**config.mk**
```make
export PLATFORM = sky130hd
export DESIGN_NAME = fuse_read_arbiter_flat
export DESIGN_NICKNAME = d
export VERILOG_FILES = /design/src/rtl/fuse_read_arbiter_pkg.sv /design/src/rtl/fuse_read_arbiter_if.sv /design/src/rtl/fuse_read_arbiter_rr_pick.sv /design/src/rtl/fuse_read_arbiter.sv /design/src/flat_wrapper.sv
export SDC_FILE = /design/constraint.sdc
export NUM_CORES = 1
export LEC_CHECK = 0
export ABC_AREA = 1
export CAP_MARGIN = 25
export CORE_ASPECT_RATIO = 0.5
export CORE_MARGIN = 3
export CORE_UTILIZATION = 45
export DETAILED_ROUTE_END_ITERATION = 12
export PLACE_DENSITY = 0.87
export SETUP_SLACK_MARGIN = 0.2
export SLEW_MARGIN = 20
export SYNTH_ARGS = -nofsm -noshare
export SYNTH_HDL_FRONTEND = slang
export SYNTH_SLANG_ARGS = --single-unit
export TNS_END_PERCENT = 5
```
**constraint.sdc**
```tcl
create_clock -name clk_i -period 7.94 [get_ports clk_i]
set_input_delay 1.985 -clock clk_i [delete_from_list [all_inputs] [get_ports clk_i]]
set_output_delay 1.985 -clock clk_i [all_outputs]
set_load 0.02 [all_outputs]
```
**src/rtl/fuse_read_arbiter_pkg.sv**
```systemverilog
// Shared types and helpers for the fuse read arbiter: FSM state encoding and
// the owner index width calculation used by the top and the round-robin picker.
package fuse_arb_pkg;

    typedef enum logic [1:0] {
        IDLE  = 2'd0,
        ISSUE = 2'd1,
        WAIT  = 2'd2,
        RESP  = 2'd3
    } state_e;

    // Keeps the index at least one bit wide even for a degenerate single requester.
    function automatic int owner_width(input int num_req);
        return (num_req > 1) ? $clog2(num_req) : 1;
    endfunction

endpackage

```
**src/rtl/fuse_read_arbiter_if.sv**
```systemverilog
// Requester-side bus of the fuse read arbiter: level requests with per-requester
// fuse index in, one-hot grant/response pulses and shared response data out.
interface fuse_read_arbiter_if #(
    parameter int NUM_REQ    = 4,
    parameter int ADDR_WIDTH = 32,
    parameter int DATA_WIDTH = 32
);

    logic [NUM_REQ-1:0]                 req_i;
    logic [NUM_REQ-1:0][ADDR_WIDTH-1:0] addr_i;
    logic [NUM_REQ-1:0]                 gnt_o;
    logic [NUM_REQ-1:0]                 rvalid_o;
    logic                               err_o;
    logic [DATA_WIDTH-1:0]              rdata_o;

    modport master (
        output req_i,
        output addr_i,
        input  gnt_o,
        input  rvalid_o,
        input  err_o,
        input  rdata_o
    );

    modport slave (
        input  req_i,
        input  addr_i,
        output gnt_o,
        output rvalid_o,
        output err_o,
        output rdata_o
    );

endinterface

```
**src/rtl/fuse_read_arbiter_rr_pick.sv**
```systemverilog
// Combinational round-robin picker: first asserted request at or after the
// pointer, wrapping, returned as one-hot, index and a valid flag.
module fuse_rr_pick
    import fuse_arb_pkg::*;
#(
    parameter int NUM_REQ = 4,
    parameter int IDX_W   = owner_width(NUM_REQ)
) (
    input  logic [NUM_REQ-1:0] req,
    input  logic [IDX_W-1:0]   ptr,
    output logic [NUM_REQ-1:0] onehot,
    output logic [IDX_W-1:0]   idx,
    output logic               valid
);

    // Scan offsets from farthest to nearest so the nearest hit is the last write.
    always_comb begin
        int cand;
        cand   = 0;
        idx    = '0;
        valid  = 1'b0;
        onehot = '0;
        for (int i = NUM_REQ - 1; i >= 0; i--) begin
            cand = int'(ptr) + i;
            if (cand >= NUM_REQ) begin
                cand = cand - NUM_REQ;
            end
            if (req[cand]) begin
                idx   = IDX_W'(cand);
                valid = 1'b1;
            end
        end
        if (valid) begin
            onehot[idx] = 1'b1;
        end
    end

endmodule

```
**src/rtl/fuse_read_arbiter.sv**
```systemverilog
// Round-robin arbiter sharing the single-ported fuse memory among NUM_REQ
// requesters, one outstanding read at a time, with fuse index range checking.
module fuse_read_arbiter
    import fuse_arb_pkg::*;
#(
    parameter int NUM_REQ       = 4,
    parameter int ADDR_WIDTH    = 32,
    parameter int DATA_WIDTH    = 32,
    parameter int FUSE_MEM_SIZE = 34,
    parameter int RD_LATENCY    = 1
) (
    input  logic                  clk_i,
    input  logic                  rst_ni,
    fuse_read_arbiter_if.slave    bus,
    output logic                  fuse_req_o,
    output logic [ADDR_WIDTH-1:0] fuse_addr_o,
    input  logic [DATA_WIDTH-1:0] fuse_rdata_i
);

    localparam int IDX_W = owner_width(NUM_REQ);
    localparam int CNT_W = $clog2(RD_LATENCY + 1);

    state_e                state_q, state_d;
    logic [IDX_W-1:0]      ptr_q;
    logic [IDX_W-1:0]      owner_q;
    logic [ADDR_WIDTH-1:0] addr_q;
    logic [DATA_WIDTH-1:0] data_q;
    logic                  err_q;
    logic [CNT_W-1:0]      cnt_q;

    logic [NUM_REQ-1:0]    pick_onehot;
    logic [IDX_W-1:0]      pick_idx;
    logic                  pick_valid;
    logic [ADDR_WIDTH-1:0] sel_addr;
    logic                  sel_oor;

    fuse_rr_pick #(
        .NUM_REQ (NUM_REQ),
        .IDX_W   (IDX_W)
    ) u_pick (
        .req    (bus.req_i),
        .ptr    (ptr_q),
        .onehot (pick_onehot),
        .idx    (pick_idx),
        .valid  (pick_valid)
    );

    assign sel_addr = bus.addr_i[pick_idx];
    assign sel_oor  = (sel_addr >= ADDR_WIDTH'(FUSE_MEM_SIZE));

    always_comb begin
        state_d = state_q;
        unique case (state_q)
            IDLE:    if (pick_valid) state_d = sel_oor ? RESP : ISSUE;
            ISSUE:   state_d = WAIT;
            WAIT:    if (cnt_q == '0) state_d = RESP;
            RESP:    state_d = IDLE;
            default: state_d = IDLE;
        endcase
    end

    // Grant is gated by reset so a held request cannot pulse gnt while reset is asserted.
    always_comb begin
        bus.gnt_o    = '0;
        bus.rvalid_o = '0;
        bus.err_o    = 1'b0;
        fuse_req_o   = 1'b0;
        if (state_q == IDLE && rst_ni) begin
            bus.gnt_o = pick_onehot;
        end
        if (state_q == ISSUE) begin
            fuse_req_o = 1'b1;
        end
        if (state_q == RESP) begin
            bus.rvalid_o[owner_q] = 1'b1;
            bus.err_o             = err_q;
        end
    end

    assign bus.rdata_o = data_q;
    assign fuse_addr_o = addr_q;

    // addr_q only loads for in-range grants so fuse_addr_o keeps the last issued index.
    always_ff @(posedge clk_i or negedge rst_ni) begin
        if (!rst_ni) begin
            state_q <= IDLE;
            ptr_q   <= '0;
            owner_q <= '0;
            addr_q  <= '0;
            data_q  <= '0;
            err_q   <= 1'b0;
            cnt_q   <= '0;
        end else begin
            state_q <= state_d;
            unique case (state_q)
                IDLE: begin
                    if (pick_valid) begin
                        owner_q <= pick_idx;
                        ptr_q   <= (pick_idx == IDX_W'(NUM_REQ - 1)) ? '0 : pick_idx + IDX_W'(1);
                        err_q   <= sel_oor;
                        if (sel_oor) begin
                            data_q <= '0;
                        end else begin
                            addr_q <= sel_addr;
                        end
                    end
                end
                ISSUE: cnt_q <= CNT_W'(RD_LATENCY - 1);
                WAIT: begin
                    if (cnt_q == '0) begin
                        data_q <= fuse_rdata_i;
                    end else begin
                        cnt_q <= cnt_q - CNT_W'(1);
                    end
                end
                default: ;
            endcase
        end
    end

endmodule
```
**src/flat_wrapper.sv**
```systemverilog
// flat-port wrapper written by rule: the top's interface ports become plain ports
module fuse_read_arbiter_flat import fuse_arb_pkg::*;
#(
    parameter int NUM_REQ       = 4,
    parameter int ADDR_WIDTH    = 32,
    parameter int DATA_WIDTH    = 32,
    parameter int FUSE_MEM_SIZE = 34,
    parameter int RD_LATENCY    = 1
)
  (clk_i, rst_ni, fuse_req_o, fuse_addr_o, fuse_rdata_i, bus_req_i, bus_addr_i, bus_gnt_o, bus_rvalid_o, bus_err_o, bus_rdata_o);
  fuse_read_arbiter_if #(.NUM_REQ(NUM_REQ), .ADDR_WIDTH(ADDR_WIDTH), .DATA_WIDTH(DATA_WIDTH)) bus_i ();
  input  logic clk_i;
  input  logic rst_ni;
  output logic fuse_req_o;
  output logic [ADDR_WIDTH-1:0] fuse_addr_o;
  input  logic [DATA_WIDTH-1:0] fuse_rdata_i;
  input wire logic [$bits(bus_i.req_i)-1:0] bus_req_i;
  input wire logic [$bits(bus_i.addr_i)-1:0] bus_addr_i;
  output wire logic [$bits(bus_i.gnt_o)-1:0] bus_gnt_o;
  output wire logic [$bits(bus_i.rvalid_o)-1:0] bus_rvalid_o;
  output wire logic [$bits(bus_i.err_o)-1:0] bus_err_o;
  output wire logic [$bits(bus_i.rdata_o)-1:0] bus_rdata_o;
  assign bus_i.req_i = bus_req_i;
  assign bus_i.addr_i = bus_addr_i;
  assign bus_gnt_o = bus_i.gnt_o;
  assign bus_rvalid_o = bus_i.rvalid_o;
  assign bus_err_o = bus_i.err_o;
  assign bus_rdata_o = bus_i.rdata_o;
  fuse_read_arbiter #(.NUM_REQ(NUM_REQ), .ADDR_WIDTH(ADDR_WIDTH), .DATA_WIDTH(DATA_WIDTH), .FUSE_MEM_SIZE(FUSE_MEM_SIZE), .RD_LATENCY(RD_LATENCY)) u_core (.clk_i(clk_i), .rst_ni(rst_ni), .bus(bus_i), .fuse_req_o(fuse_req_o), .fuse_addr_o(fuse_addr_o), .fuse_rdata_i(fuse_rdata_i));
endmodule
```
* Word level (Yosys, flattened, before mapping)
Cells that the tools add are included.
** Storage, ports and cells
- Register bits :: 72
- Output and inout bits :: 74
** Operators by class
- Add/subtract/negate cells :: 9
- Magnitude comparators :: 13
- Equality and inequality tests :: 7
- Muxes and demuxes :: 46
- Bitwise operators :: 1
- Reductions and logical operators :: 10
** Operator list (count)
- two-way mux 32 bit :: 8
- less-than comparator 32 x 4 -> 1 bit (second input constant) :: 4
- binary-select mux 32 bit (select 2 bit) :: 1
- one-hot mux 32 bit (2 select lines) :: 1
- greater-or-equal comparator 32 x 4 -> 1 bit (second input constant) :: 1
- greater-or-equal comparator 32 x 6 -> 1 bit (second input constant) :: 1
- subtractor 32 x 4 -> 32 bit (second input constant) :: 1
- two-way mux 1 bit :: 17
- two-way mux 2 bit :: 8
- two-way mux 4 bit :: 3
- binary-select mux 1 bit (select 2 bit) :: 4
- one-hot mux 2 bit (4 select lines) :: 1
- subtractor 3 x 3 -> 4 bit (second input constant) :: 2
- adder 2 x 2 -> 3 bit (second input constant) :: 2
- == test 2 bit (second input constant) :: 3
- greater-or-equal comparator 3 bit (second input constant) :: 2
- less-than comparator 2 x 3 -> 1 bit (second input constant) :: 2
- demux 1 bit (select 2 bit) :: 2
- greater-or-equal comparator 2 x 1 -> 1 bit (second input constant) :: 2
- inequality test 2 x 1 -> 1 bit (second input constant) :: 2
- AND reduction 2 bit :: 2
- AND reduction 4 bit :: 1
- nonzero test 2 bit :: 2
- subtractor 2 x 3 -> 4 bit (second input constant) :: 1
- other kinds (11) :: 13

* Longest topological paths before layout
Gate-level depths: netlist of run 1.
- Depth after elaboration :: 16
- Gate-level depth with buffers :: 23

* Modules after synthesis
Synthesis of run 1 repeated with hierarchy kept, for this count alone.
** Second synthesis, totals
- Cell total of the unflattened synthesis :: 706
- Area total of the unflattened synthesis :: 4446.8 µm²
** Modules (own cells, without submodules)
- fuse_read_arbiter :: instances 1, cells an instance 651, area an instance 4205.3 µm², sequential area each 1776.7 µm²
- fuse_rr_pick :: instances 1, cells an instance 55, area an instance 241.5 µm², sequential area each 0.0 µm²

* Worst setup path before layout of run 1
Ideal clock, no wire load.
- Path type :: input-to-output
- From :: in bus_req_i[3]
- To :: out bus_gnt_o[0]
- Arrival :: 3.635 ns
- Slack :: 2.320 ns
- Stages on the path :: 12
- Path buffers :: 2
- Cells stage by stage :: nand2_1 > nand2_1 > nand2_1 > nand3_1 > o21ai_2 > nand2_2 > nand2_2 > buf_4 > clkbuf_1 > ha_1 > nand2_1 > nor2_1
** Between the ends
- Word-level cells in the longest chain between the ends :: 13
- Elaborated cells between the ends (all ways) :: 27
- Those cells by class :: order compare (2); mux (24); reduce/logical (1)
** Ends and longest elaborated chain
- from (decl) :: line flat_wrapper.sv:17 : input wire logic [$bits(bus_i.req_i)-1:0] bus_req_i;
- binary-select mux 1 bit (select 2 bit) :: line fuse_read_arbiter_rr_pick.sv:28 : if (req[cand]) begin
- two-way mux 1 bit (not written as such) (2 in a row) :: line fuse_read_arbiter_rr_pick.sv:28
- two-way mux 2 bit (4 in a row) :: line fuse_read_arbiter_rr_pick.sv:28
- less-than comparator 2 x 3 -> 1 bit (not written as such) / greater-or-equal comparator 2 x 1 -> 1 bit (equally long branches) :: line fuse_read_arbiter_rr_pick.sv:34 : onehot[idx] = 1'b1;
- logical AND 1 bit (not written as such) :: line fuse_read_arbiter_rr_pick.sv:34
- two-way mux 1 bit (not written as such) :: line fuse_read_arbiter_rr_pick.sv:34
- demux 1 bit (select 2 bit) :: line fuse_read_arbiter_rr_pick.sv:34
- two-way mux 4 bit * :: line fuse_read_arbiter_rr_pick.sv:33 : if (valid) begin
- two-way mux 4 bit * :: line fuse_read_arbiter.sv:68 : if (state_q == IDLE && rst_ni) begin
- to (decl) :: line flat_wrapper.sv:19 : output wire logic [$bits(bus_i.gnt_o)-1:0] bus_gnt_o;
Mark *: on every way between the ends. The rest lies on a longest branch, timed or not. The select of a mux whose other input is x is not followed.

* Worst setup path in the final report of run 1
- From :: in bus_req_i[1]
- To :: out bus_gnt_o[0]
Same word-level chain as after synthesis.

==> results of run 1 <==
-- state kept, by name (all words and copies together), names as in the netlist --
signal / flops
u_core.owner_q: 2
u_core.state_q: 2
u_core.err_q: 1
u_core.fuse_addr_o: 32
u_core.ptr_q: 2
u_core.bus.rdata_o: 32
-- cells by family (layout without fill, tap and decap cells) --
group           count (synthesis)  in the layout
compound gates                 18             18
flops                          71             71
simple gates                  548            548
buf+inv                       144            362
fa+ha+maj                       8              8
-- critical path, cell delays in order --
cell and delay (ps):
sky130_fd_sc_hd__clkdlybuf4s50_1 490, sky130_fd_sc_hd__inv_1 50, sky130_fd_sc_hd__nand2_1 110, sky130_fd_sc_hd__nand3_1 140, sky130_fd_sc_hd__nand2_1 110, sky130_fd_sc_hd__nand3_2 110
sky130_fd_sc_hd__nand3_4 410, sky130_fd_sc_hd__nand2_4 370, sky130_fd_sc_hd__inv_4 300, sky130_fd_sc_hd__ha_1 190, sky130_fd_sc_hd__nand2_1 50, sky130_fd_sc_hd__nor2_1 100
sky130_fd_sc_hd__clkdlybuf4s50_1 610
-- area by class of cell --
class	instances	area, um^2	area share [%]
Clock buffer	12	266.5	3.415
Sequential cell	71	1777	22.76
Timing Repair Buffer	245	2440	31.26
Inverter	101	386.6	4.954
Multi-Input combinational cell	574	2661	34.10
Clock inverter	4	98.84	1.266
Tap cell	140	175.2	2.244
-- stage by stage --
| stage | setup WS (ps) | std cells | power [uW] |
|---|---|---|---|
| after floorplan | 2320 | 789 | 2128 |
| after global placement | 1053 | 1130 | 2556 |
| after CTS | 963.4 | 1147 | 3118 |
| after detailed placement | 968.8 | 1131 | 2622 |
| after global routing | 656.3 | 1147 | 3416 |
| final | 912.8 | 1147 | 3117 |
-- power by group --
part           total, uW  internal, uW  switching (uW)
clock                481           334             148
sequential           536           461            74.7
combinational       2100           736            1360
-- path summary, 6_finish.rpt --
check / start / end / slack [ps] / cells past startpoint
hold reg to reg: u_core.fuse_addr_o[26] / u_core.fuse_addr_o[26] / 460 / 2
hold / removal: u_core.fuse_addr_o[26] / u_core.fuse_addr_o[26] / 460 / 2
min in group asynchronous: rst_ni / u_core.fuse_addr_o[5] / 1870 / 2
setup reg to reg: u_core.ptr_q[0] / u_core.bus.rdata_o[23] / 3460 / 17
setup / recovery: bus_req_i[1] / bus_gnt_o[0] / 910 / 13
max in group asynchronous: rst_ni / u_core.bus.rdata_o[9] / 5470 / 2
-- routing by layer --
metal  GRT usage (%)  part of all wire [%]  vias to the layer above
met5               0                     0                        -
li1                -                     -                     2872
met3           4.737                   6.3                       27
met4           6.987                   2.2                        0
met1           30.17                    41                     2641
met2           44.76                    50                      207
-- cells in the final DEF, fill, tap and decap left out, types with 5 or more instances in the layout --
cell,count
sky130_fd_sc_hd__buf_4,5
sky130_fd_sc_hd__clkbuf_16,9
sky130_fd_sc_hd__clkdlybuf4s50_1,238
sky130_fd_sc_hd__dfrtp_1,71
sky130_fd_sc_hd__ha_1,8
sky130_fd_sc_hd__inv_1,97
sky130_fd_sc_hd__nand2_1,327
sky130_fd_sc_hd__nand2_2,16
sky130_fd_sc_hd__nand3_1,138
sky130_fd_sc_hd__nand3b_1,6
sky130_fd_sc_hd__nand4_1,7
sky130_fd_sc_hd__nor2_1,35
sky130_fd_sc_hd__o21ai_0,6
==> out/results.ini, run 1 <==
[detailed_routing]
firstDrtPassIters=5
route.vias.total=5747
route.antenna.remaining_nets=0
detail_route.drc_violations=0
via_per_inst=5.010
drt-wirelength-per-cell_um=14.18
totalWireLength_um=16260
detailedRoute.firstIterationViolations=540

[grt]
grt_pass1_vias=5458
track_usage_pct=24.62
grt_max_degree=72
globalRouteOverflowTotal=0
global_route_wire_length_before_repair_um=25520
initial_antenna_violation_count=0

[logic_synthesis]
post-synth-top-area-fraction_pct=34.84
synth_enable_flop_cells=0
yosysSeqAreaShare_pct=34.84
synth_async_sr_flop_share_pct=100.0
synthCells=789
yosysWarnings=0
number_of_flip_flops_and_latches_in_the_synthesized_netlist=71
synth.most_common_cell=sky130_fd_sc_hd__nand2_1
synth.lib_cells_used.distinct=36
simple_gate_fraction_of_synth_area_pct=47.69
synth_top_flop_cell=sky130_fd_sc_hd__dfrtp_1
post_synth_mux_area_share_pct=0
synth.top_cells.by_count=sky130_fd_sc_hd__nand2_1 (327), sky130_fd_sc_hd__nand3_1 (138), sky130_fd_sc_hd__inv_1 (97)
syn-cell-area_um2=5100
post_synth_fa_ha_maj_area_fraction_pct=1.963
synthesis.area_per_instance_um2=6.464
synth_fp_nets=963
yosys.area_share.xor_xnor_pct=0
synth.largest_area_cell=sky130_fd_sc_hd__dfrtp_1
synthesized_area_fraction_occupied_by_ao_oa_aoi_and_oai_cells_pct=2.478
synth.area.top_cells=sky130_fd_sc_hd__dfrtp_1 (35%), sky130_fd_sc_hd__nand2_1 (24%), sky130_fd_sc_hd__nand3_1 (14%)
synth_top_family_by_area=simple AND/OR/NAND/NOR gates

[worst_setup_path]
critPathLaunchType=input port
critical_path.max_fanout=48
worstSetupPathType=in2out
cp_data_required_time_ps=5960
timing.critical_path.to_type=output pin
cp_data_arrival_time_ps=5040

[clocking]
post_cts_hold_buffer_count=0
clock-root-buffer=sky130_fd_sc_hd__clkbuf_16
clkSinkCount=71
clk_latency_ps=330
clock_tree_buf_depth=2
path_clk_slew_ps=60
quantity_of_gates_resized_following_cts=0
numCtsBuffers=9
post-cts-setup-buffers=0
tritoncts=built
h-tree-depth=3

[sta]
timing.hold.ws_ps=462.2
relSlewSlack_pct=41.35
final_max_slew_viol_count=0
final_total_negative_setup_slack_ps=0
period_needed_ps=7027
worst_clock_skew_ps=9.763
final_number_of_hold_violating_endpoints=0
final.period_utilization_pct=88.50
grt_setup_unrepaired=false
fmax_ghz=0.1423
pin_slew_with_the_least_headroom_to_its_limit_ps=879.8
finalSetupViolCount=0

[power]
power.ir.vdd_worst_uv=222.9
power.static_leakage_uw=0.004233
power_density_nw_per_um2=399.4

[finish]
finish.net_count=1176
fill_count=854
final_design_area_no_fill_um2=7805
layout.core_utilization_pct=73.60
area_growth_syn_to_layout_pct=53.04
num_antenna_cells=0
drive_gt1_share_pct=5.958

[die]
core-area_um2=10610
floorplan.io_pins=240
die_width_um=156.6
start_util_pct=48.09
floorplan.die_area_um2=12720
die-height_um=81.28
total_number_of_placement_rows=26

[placement]
io_buffers=239
dpl.hpwl_um=11930
globalplace.congestion=0.8413
placed_area_um2=7440

[job]
max-cap-violations=0

[status]
status=complete, no violations

[worst_hold_path]
worst_hold_path_type=reg2reg

Note: power is estimated with default switching activity, not from simulation.
==> inputs of run 2 (changes only) <==
Settings changed: CORE_UTILIZATION 45 to 40, PLACE_DENSITY 0.87 to 0.78.
==> run 2 against run 1 <==
Sequential power about the same. Fmax up 0.96%. Register-to-register slack about the same. Utilization down 9.3 points. Non-clock buffer count unchanged. First-iteration DRC count down 18%. Setup slack better by 67 ps. Count of clock-buffer cells in the layout up 1. Critical path type unchanged. Critical endpoint unchanged. Largest power group unchanged. Highest routed layer unchanged.
==> out/results.ini, run 2 (same netlist as run 1, synthesis figures left out) <==
[grt]
grt_max_degree=72
initial_antenna_violation_count=0
global_route_wire_length_before_repair_um=26010
globalRouteOverflowTotal=0
grt_pass1_vias=5334
track_usage_pct=21.74

[clocking]
post-cts-setup-buffers=0
post_cts_hold_buffer_count=0
clock-root-buffer=sky130_fd_sc_hd__clkbuf_16
h-tree-depth=3
clkSinkCount=71
quantity_of_gates_resized_following_cts=0
clk_latency_ps=320
tritoncts=built
path_clk_slew_ps=50
clock_tree_buf_depth=2
numCtsBuffers=9

[worst_setup_path]
path_buf_inv=5
crit_path_max_incr_delay_ps=620
crit-reg2reg-capture=u_core.bus.rdata_o[20]
critPathSlowestCell=sky130_fd_sc_hd__clkdlybuf4s50_1
r2r-start=u_core.ptr_q[0]
ff2ff_setup_slack_ps=3460
critical-path-top-delay-family=buffers and inverters
critical_path.max_fanout=48
worst-r2r-cell-count=19
cp_data_arrival_time_ps=4980
cp_data_required_time_ps=5960
worstSetupPathType=in2out
timing.critical_path.to_type=output pin
critical_path.cell_chain=clkdlybuf4s50_1 > inv_1 > nand2_1 > nand3_2 > nand2_1 > inv_2 > nand3_4 > nand2_4 > inv_4 > ha_1 > nand2_1 > nor2_1 > clkdlybuf4s50_1
critPathLaunchType=input port
critical_path.most_common_cell=sky130_fd_sc_hd__nand2_1

[power]
power.ir.vdd_worst_uv=185.6
power.share.clock_pct=14.1
p_seq_share_pct=17.5
power.share.combinational_pct=68.3
power.switching_uw=1571
power.static_leakage_uw=0.004213
power_density_nw_per_um2=392.5
power_switching_share_pct=51.35
power_report.internal_total_uw=1489

[sta]
final_total_negative_setup_slack_ps=0
worst_clock_skew_ps=10.10
final.period_utilization_pct=87.66
fmax_ghz=0.1437
pin_slew_with_the_least_headroom_to_its_limit_ps=886.6
grt_setup_unrepaired=false
period_needed_ps=6960
final_max_slew_viol_count=0
finalSetupViolCount=0
final_number_of_hold_violating_endpoints=0
relSlewSlack_pct=40.90

[detailed_routing]
route.vias.total=5597
detail_route.drc_violations=0
totalWireLength_um=15930
route.antenna.remaining_nets=0
drt-wirelength-per-cell_um=13.59
detailedRoute.firstIterationViolations=443
firstDrtPassIters=5
via_per_inst=4.776

[die]
die-height_um=85.85
start_util_pct=42.07
die_width_um=165.7
floorplan.die_area_um2=14220
core-area_um2=12120
floorplan.io_pins=240
total_number_of_placement_rows=28

[finish]
drive_gt1_share_pct=5.760
num_antenna_cells=0
mostFrequentLayoutCell=sky130_fd_sc_hd__nand2_1
finish.net_count=1176
stdcell_count=1172
fill_count=1063
final_cell_mix=sky130_fd_sc_hd__nand2_1 (327), sky130_fd_sc_hd__clkdlybuf4s50_1 (238), sky130_fd_sc_hd__nand3_1 (138), sky130_fd_sc_hd__inv_1 (97), sky130_fd_sc_hd__dfrtp_1 (71)
area_growth_syn_to_layout_pct=52.87

[placement]
placed_cells_incl_taps=1156
io_buffers=239
globalplace.congestion=0.8830
dpl.hpwl_um=11790

[worst_hold_path]
hold_path_startpoint=u_core.fuse_addr_o[8]
hold_end=u_core.fuse_addr_o[8]
worst_hold_path_type=reg2reg
min_delay_path_depth=2

[status]
status=complete, no violations

[job]
max-cap-violations=0

[run 2: changes by cell type in the layout (fill, tap and decap cells not counted)]
cell	delta
sky130_fd_sc_hd__inv_6	-1
sky130_fd_sc_hd__clkbuf_1	+2
sky130_fd_sc_hd__bufinv_16	-1
sky130_fd_sc_hd__clkinv_2	+1
sky130_fd_sc_hd__clkbuf_8	-1
[run 2: layer usage]
layer	share of wire, %	global-route usage (%)	vias to the layer above
li1	-	-	2870
met3	5.6	3.775	25
met5	0	0	-
met1	43	27.28	2535
met4	2.3	6.792	0
met2	49	38.84	167
[run 2: worst max-delay path by stage]
stage / from / end / slack (ps) / depth (start not counted)
final: bus_req_i[1] / bus_gnt_o[0] / 980 / 13
after global routing: bus_req_i[1] / bus_gnt_o[0] / 760 / 14
after CTS: bus_req_i[1] / bus_gnt_o[0] / 990 / 14
after detailed placement: bus_req_i[1] / bus_gnt_o[0] / 990 / 14
after global placement: bus_req_i[1] / bus_gnt_o[0] / 1100 / 13
after floorplan: bus_req_i[3] / bus_gnt_o[0] / 2320 / 12
[run 2: cell type report]
type	instances	area (um^2)	area share, %
clock inverters	3	65.06	0.8345
flip-flops and latches	71	1777	22.79
repair buffers	245	2440	31.30
clock buffers	13	260.3	3.338
inverters	101	386.6	4.959
multi-input cells	574	2661	34.14
well taps	165	206.4	2.648
[run 2: worst reg2reg max path: stages, from the launching register on]
cell and delay [ps]:
sky130_fd_sc_hd__dfrtp_1 610, sky130_fd_sc_hd__nand2_1 180, sky130_fd_sc_hd__nand3_2 140, sky130_fd_sc_hd__nand2_1 100, sky130_fd_sc_hd__inv_2 110, sky130_fd_sc_hd__nand3_4 420, sky130_fd_sc_hd__nand2_4 500, sky130_fd_sc_hd__buf_4 460
sky130_fd_sc_hd__nand2_1 160, sky130_fd_sc_hd__nand2_1 80, sky130_fd_sc_hd__nand2_1 50, sky130_fd_sc_hd__nand2_1 120, sky130_fd_sc_hd__nand2_1 70, sky130_fd_sc_hd__nor2_1 100, sky130_fd_sc_hd__nand2_1 90, sky130_fd_sc_hd__nor2_4 160
sky130_fd_sc_hd__nand3_4 360, sky130_fd_sc_hd__nand2_4 500, sky130_fd_sc_hd__nand2_1 120, sky130_fd_sc_hd__nand2_1 70
[run 2: power by group through the flow]
| stage | Clock (uW) | Combinational [uW] | Sequential [uW] |
|---|---|---|---|
| finish | 432 | 2090 | 537 |
| global route | 455 | 2350 | 553 |
| CTS | 441 | 2100 | 538 |
| detailed placement | 0 | 2100 | 538 |
| global placement | 0 | 2050 | 535 |
| floorplan | 0 | 1500 | 625 |
[run 2: through the flow]
| stage | setup WS, ps | utilization, % | cell area [um^2] | hold WS (ps) | total power, uW |
|---|---|---|---|---|---|
| 4_1_cts | 988.9 | 64.32 | 7796 | 465.4 | 3082 |
| 6_report | 979.7 | 64.32 | 7796 | 462.2 | 3060 |
| 3_5_place_dp | 994.8 | 61.63 | 7471 | 450.7 | 2635 |
| 5_1_grt | 759.7 | 64.32 | 7796 | 485.0 | 3358 |
| 3_3_place_gp | 1097 | 61.51 | 7456 | 448.0 | 2584 |
| 2_1_floorplan | 2320 | - | 5100 | 481.2 | 2128 |
